**src/rtl/pc_fetch_ctrl.sv**
```systemverilog
// -----------------------------------------------------------------------------
// pc_fetch_ctrl
//
// Program-counter and instruction-fetch controller for the IF stage.
// It owns the fetch PC and a small three-state FSM (BOOT, RUN, FAULT).
// On every cycle it decides what the IF/ID register captures:
//   - the fetched instruction,
//   - a NOP bubble (redirect, fetch fault, boot), or
//   - nothing (hazard stall).
// A fetch from an invalid address parks the stage in FAULT, emitting bubbles.
// It leaves FAULT when either an older branch squashes it or the trap handler
// acknowledges it.
//
// Parameters
//   RESET_VEC     PC loaded by reset
//   TRAP_VEC      PC loaded when a pending fault is acknowledged
//   NOP_INSTR     bubble instruction (addi x0,x0,0)
//
// Ports
//   clk           rising-edge clock
//   rst_n         asynchronous active-low reset
//   pc_write      hazard-unit enable, 0 stalls fetch
//   branch_taken  redirect request from execute
//   branch_target redirect address
//   inv_addr      fetch memory flags the current pc as invalid
//   instr_in      instruction fetched at the current pc
//   trap_ack      trap handler accepts the pending fetch fault
//   pc            registered fetch address
//   instr_out     instruction presented to IF/ID (combinational)
//   if_id_write   IF/ID write enable (combinational)
//   if_flush      high while a redirect bubble is inserted (combinational)
//   fetch_fault   registered, high while in FAULT
//   fault_pc      registered address of the most recent faulting fetch
//   fetch_cnt     (PC_FETCH_PERF_CNT_EN only) count of normal sequential fetches
//   flush_cnt     (PC_FETCH_PERF_CNT_EN only) count of cycles with if_flush=1
//
// Optional feature
//   Define PC_FETCH_PERF_CNT_EN to add the fetch_cnt/flush_cnt counters and ports.
// -----------------------------------------------------------------------------
module pc_fetch_ctrl #(
    parameter logic [63:0] RESET_VEC = 64'h0,
    parameter logic [63:0] TRAP_VEC  = 64'h100,
    parameter logic [31:0] NOP_INSTR = 32'h00000013
) (
    input  logic        clk,
    input  logic        rst_n,
    input  logic        pc_write,
    input  logic        branch_taken,
    input  logic [63:0] branch_target,
    input  logic        inv_addr,
    input  logic [31:0] instr_in,
    input  logic        trap_ack,
    output logic [63:0] pc,
`ifdef PC_FETCH_PERF_CNT_EN
    output logic [31:0] fetch_cnt,
    output logic [15:0] flush_cnt,
`endif
    output logic [31:0] instr_out,
    output logic        if_id_write,
    output logic        if_flush,
    output logic        fetch_fault,
    output logic [63:0] fault_pc
);

    typedef enum logic [1:0] {
        ST_BOOT  = 2'd0,
        ST_RUN   = 2'd1,
        ST_FAULT = 2'd2
    } state_t;

    state_t      state_reg;
    state_t      state_next;
    logic [63:0] pc_reg;
    logic [63:0] pc_next;
    logic        fault_reg;
    logic        fault_next;
    logic [63:0] fault_pc_reg;
    logic [63:0] fault_pc_next;
    logic        normal_fetch;

    // State and datapath registers
    always_ff @(posedge clk or negedge rst_n) begin
        if (!rst_n) begin
            state_reg    <= ST_BOOT;
            pc_reg       <= RESET_VEC;
            fault_reg    <= 1'b0;
            fault_pc_reg <= 64'h0;
        end else begin
            state_reg    <= state_next;
            pc_reg       <= pc_next;
            fault_reg    <= fault_next;
            fault_pc_reg <= fault_pc_next;
        end
    end

    // Next-state and output decode
    always_comb begin
        state_next    = state_reg;
        pc_next       = pc_reg;
        fault_next    = fault_reg;
        fault_pc_next = fault_pc_reg;
        instr_out     = NOP_INSTR;
        if_id_write   = 1'b0;
        if_flush      = 1'b0;
        normal_fetch  = 1'b0;

        case (state_reg)
            ST_BOOT: begin
                // One settling cycle: nothing is written to IF/ID, pc is kept.
                state_next = ST_RUN;
            end

            ST_RUN: begin
                if (branch_taken) begin
                    // Redirect overrides a stall: the wrong-path fetch becomes a bubble.
                    pc_next     = branch_target;
                    if_flush    = 1'b1;
                    if_id_write = 1'b1;
                end else if (inv_addr) begin
                    // Park on the faulting address; IF/ID gets a bubble.
                    state_next    = ST_FAULT;
                    fault_next    = 1'b1;
                    fault_pc_next = pc_reg;
                    if_id_write   = 1'b1;
                end else if (!pc_write) begin
                    instr_out = instr_in;
                end else begin
                    pc_next      = pc_reg + 64'd4;
                    instr_out    = instr_in;
                    if_id_write  = 1'b1;
                    normal_fetch = 1'b1;
                end
            end

            ST_FAULT: begin
                // Bubbles every cycle; a branch from an older instruction
                // squashes the speculative fault and beats trap_ack.
                if_id_write = 1'b1;
                if (branch_taken) begin
                    pc_next    = branch_target;
                    fault_next = 1'b0;
                    state_next = ST_RUN;
                    if_flush   = 1'b1;
                end else if (trap_ack) begin
                    pc_next    = TRAP_VEC;
                    fault_next = 1'b0;
                    state_next = ST_RUN;
                end
            end

            default: begin
                state_next = ST_BOOT;
            end
        endcase
    end

    assign pc          = pc_reg;
    assign fetch_fault = fault_reg;
    assign fault_pc    = fault_pc_reg;

`ifdef PC_FETCH_PERF_CNT_EN
    logic [31:0] fetch_cnt_reg;
    logic [15:0] flush_cnt_reg;

    // Free-running event counters; they wrap naturally on overflow.
    always_ff @(posedge clk or negedge rst_n) begin
        if (!rst_n) begin
            fetch_cnt_reg <= 32'h0;
            flush_cnt_reg <= 16'h0;
        end else begin
            if (normal_fetch) begin
                fetch_cnt_reg <= fetch_cnt_reg + 32'd1;
            end
            if (if_flush) begin
                flush_cnt_reg <= flush_cnt_reg + 16'd1;
            end
        end
    end

    assign fetch_cnt = fetch_cnt_reg;
    assign flush_cnt = flush_cnt_reg;
`else
    // Only the counters consume this strobe.
    logic unused_normal_fetch;
    assign unused_normal_fetch = normal_fetch;
`endif

endmodule

```
**config.mk**
```make
export PLATFORM = sky130hd
export DESIGN_NAME = pc_fetch_ctrl
export DESIGN_NICKNAME = d
export VERILOG_FILES = /design/src/rtl/pc_fetch_ctrl.sv
export SDC_FILE = /design/constraint.sdc
export NUM_CORES = 1
export LEC_CHECK = 0
export ABC_AREA = 1
export BUFFER_PORTS_ARGS = -buffer_cell sky130_fd_sc_hd__buf_4
export CAP_MARGIN = 15
export CELL_PAD_IN_SITES_DETAIL_PLACEMENT = 0
export CELL_PAD_IN_SITES_GLOBAL_PLACEMENT = 1
export CORE_ASPECT_RATIO = 0.8
export CORE_MARGIN = 4
export CORE_UTILIZATION = 35
export CTS_CLUSTER_DIAMETER = 150
export DETAILED_ROUTE_END_ITERATION = 10
export HOLD_SLACK_MARGIN = 0.03
export PLACE_DENSITY = 0.82
export SLEW_MARGIN = 15
export SYNTH_ARGS = -nofsm -noshare
export SYNTH_HDL_FRONTEND = slang
export SYNTH_SLANG_ARGS = --single-unit
export TNS_END_PERCENT = 1
```
**constraint.sdc**
```tcl
create_clock -name clk -period 2.3 [get_ports clk]
set_input_delay 0.115 -clock clk [delete_from_list [all_inputs] [get_ports clk]]
set_output_delay 0.115 -clock clk [all_outputs]
set_load 0.05 [all_outputs]
```
==> impl_metrics.json <==
{
  "portBuffers": 264,
  "synthMuxAreaShare_pct": 0,
  "root_buffer": "clkbuf_16",
  "ff2ff_path_depth": 11,
  "setup_ws_ns": 0.0873,
  "criticalPathCategory": "reg2out",
  "path_max_fanout": 32,
  "worstPathRequired_ns": 2.18,
  "ys.warnings.count": 0,
  "fp.dieW_microns": 173,
  "gp_congestion": 0.958,
  "hp-start": "branch_target[33]",
  "synth_edf_count": 0,
  "first_pass_iters": 6,
  "synthAdderAreaFrac_pct": 0.659,
  "finalCritPeriodShare_pct": 96.2,
  "final_cells": 1724,
  "synth_cell_type_count": 33,
  "total_leakage_power_nw": 5.56,
  "die_h_microns": 140,
  "startpoint": "state_reg[1]",
  "viasPerCell": 5.10,
  "dp_cells": 1635,
  "syn_inst": 1118,
  "crit_path_end_kind": "output pin",
  "clock_latency_ns": 0.43,
  "insertedDiodeCount": 0,
  "synth_top_family_by_area": "simple AND/OR/NAND/NOR gates",
  "grt_overflow": 0,
  "drive_gt1_share_pct": 23.7,
  "cts_tree": "built",
  "synth-compound-area-share_pct": 15.9,
  "antenna_found_initial": 1,
  "io_pins": 265,
  "synth_seq_area_share_pct": 43.2,
  "finClkSkew_ns": 0.00856,
  "synth-simple-area-share_pct": 31.5,
  "clock_sinks": 131,
  "hold_path_depth": 3,
  "grt_pass1_wl_microns": 48300,
  "grt_pass1_vias": 8456,
  "clk_pin_slew_worst_paths_ns": 0.06,
  "dieArea_sq_mm": 0.0241,
  "numCtsBuffers": 17,
  "yosys-top-cells-area": "dfrtp_1 43%, nand2_1 16%, nor2_1 8.5%, o21ai_0 7.4%, inv_1 5.8%",
  "cts_htree_levels": 4,
  "num_vias": 8800,
  "syn_avg_cell_area_sq_um": 6.79,
  "slew_headroom_pct": 52.6,
  "core_sq_mm": 0.0210,
  "ant_nets": 0,
  "synthXorXnorAreaFrac_pct": 0.461,
  "nFillCells": 2067,
  "total_power_mw": 18.0,
  "synth_fp_nets": 1224,
  "synth_commonest_cells": "326 x nand2_1, 171 x nor2_1, 131 x dfrtp_1",
  "post_cts_buffers": 0,
  "worst_pin_slew_ns": 0.710,
  "dp_hpwl_microns": 22700,
  "start_kind": "flop",
  "irDropWorstVdd_v": 0.00111,
  "synth_top_area_share_pct": 43.2,
  "hold_viol": 0,
  "setup_viol": 0,
  "fin_nets": 1548,
  "pre_cts_slack_ns": 0.212,
  "finalWirelength_microns": 30700,
  "synth_top_area_cell": "dfrtp_1",
  "hp-class": "in2reg",
  "grtUsageTotal_pct": 24.9,
  "synth-main-ff-cell": "dfrtp_1",
  "status": "complete, no violations",
  "r2r_start": "state_reg[0]",
  "powerDensity_mw_per_mm2": 1600,
  "synthArstFlopShare_pct": 100,
  "area_growth_pct": 48.0,
  "dpl-instance-area_sq_mm": 0.00999,
  "drv_cap": 0,
  "stdcell_area_sq_mm": 0.0112,
  "start_util_pct": 36.2,
  "cts_buffer_depth": 2,
  "drtIter0Drc": 729,
  "grt_max_degree": 63,
  "syn_area_sq_mm": 0.00760,
  "synth.most_common_cell": "nand2_1",
  "worst_hold_slack_ns": 0.0445,
  "multi_input_area_sq_mm": 0.00374,
  "period_minus_slack_ns": 2.21,
  "drv_slew": 0,
  "ff_latch_area_sq_mm": 0.00328,
  "ys_ff_latch": 131,
  "arrival_ns": 2.10,
  "rsz0062_at_grt": "yes",
  "rows": 47,
  "max_freq_mhz": 452,
  "drc": 0,
  "wl_per_cell_microns": 17.8
}
## power by group
| part | internal [mW] | switching (mW) |
|---|---|---|
| Sequential | 3.43 | 1.32 |
| Clock | 1.78 | 1.15 |
| Combinational | 2.98 | 7.38 |
## layout by cell type (no fill, tap or decap), types with 6 or more instances in the layout
cell type / synthesis / layout
nand2_1: 326 / 326
buf_4: 4 / 283
nor2_1: 171 / 168
dfrtp_1: 131 / 131
inv_1: 117 / 115
o21ai_0: 113 / 113
a21oi_1: 85 / 85
dlygate4sd3_1: 0 / 57
nand3_1: 54 / 52
clkbuf_16: 0 / 17
nand4_1: 16 / 16
nor3_1: 13 / 12
a22oi_1: 11 / 11
nor2_4: 4 / 6
o21ai_1: 6 / 6
## kinds of logic after synthesis
group                      count (synthesis)
adders and majority gates                  4
and+or+nand+nor                          590
xor gates and xnor gates                   4
DFF                                      131
AOI/OAI and AO/OA                        227
buffers and inverters                    162
## metal layers
metal | GRT usage (%) | vias up | routed length, microns
met5 | 0 | - | 9
met4 | 4.83 | 2 | 471
met3 | 6.97 | 33 | 2780
met2 | 36.8 | 388 | 13000
met1 | 36.8 | 4128 | 14500
li1 | - | 4249 | -
## cell type report
type	count	area share (%)
repair buffers	348	25.1
clock inverters	13	1.55
well taps	269	2.99
multi-input cells	825	33.2
clock buffers	19	4.03
flip-flops and latches	131	29.1
inverters	119	3.97
## through the flow
step	util [%]	setup TNS [ns]
2_1_floorplan	-	0
3_3_place_gp	47.6	0
3_5_place_dp	47.6	0
4_1_cts	53.3	0
5_1_grt	53.6	-0.00819
6_report	53.6	0
## worst max-delay path, stage by stage, from the launching register on
cell     delay, ns
dfrtp_1       0.39
inv_2         0.09
ha_4          0.16
inv_1         0.08
nor3_2        0.22
inv_2         0.08
buf_12        0.16
or2_2         0.28
buf_4         0.19
## worst paths after layout
check	endpoint	slack, ns
max in group asynchronous	fault_pc[49]	1.35
setup / recovery	instr_out[4]	0.09
hold / removal	pc[33]	0.04
hold reg to reg	fault_pc[3]	0.48
setup reg to reg	pc[25]	0.25
min in group asynchronous	fault_pc[30]	0.21
## timing repair
| action | CTS | global route |
|---|---|---|
| setup endpoints to repair | 10 | 8 |
| pin swaps | 0 | 1 |
| hold buffers | 57 | 0 |
| hold endpoints to repair | 104 | 0 |
| gates resized for setup | 3 | 13 |
Power figures use the tool's default switching activity.
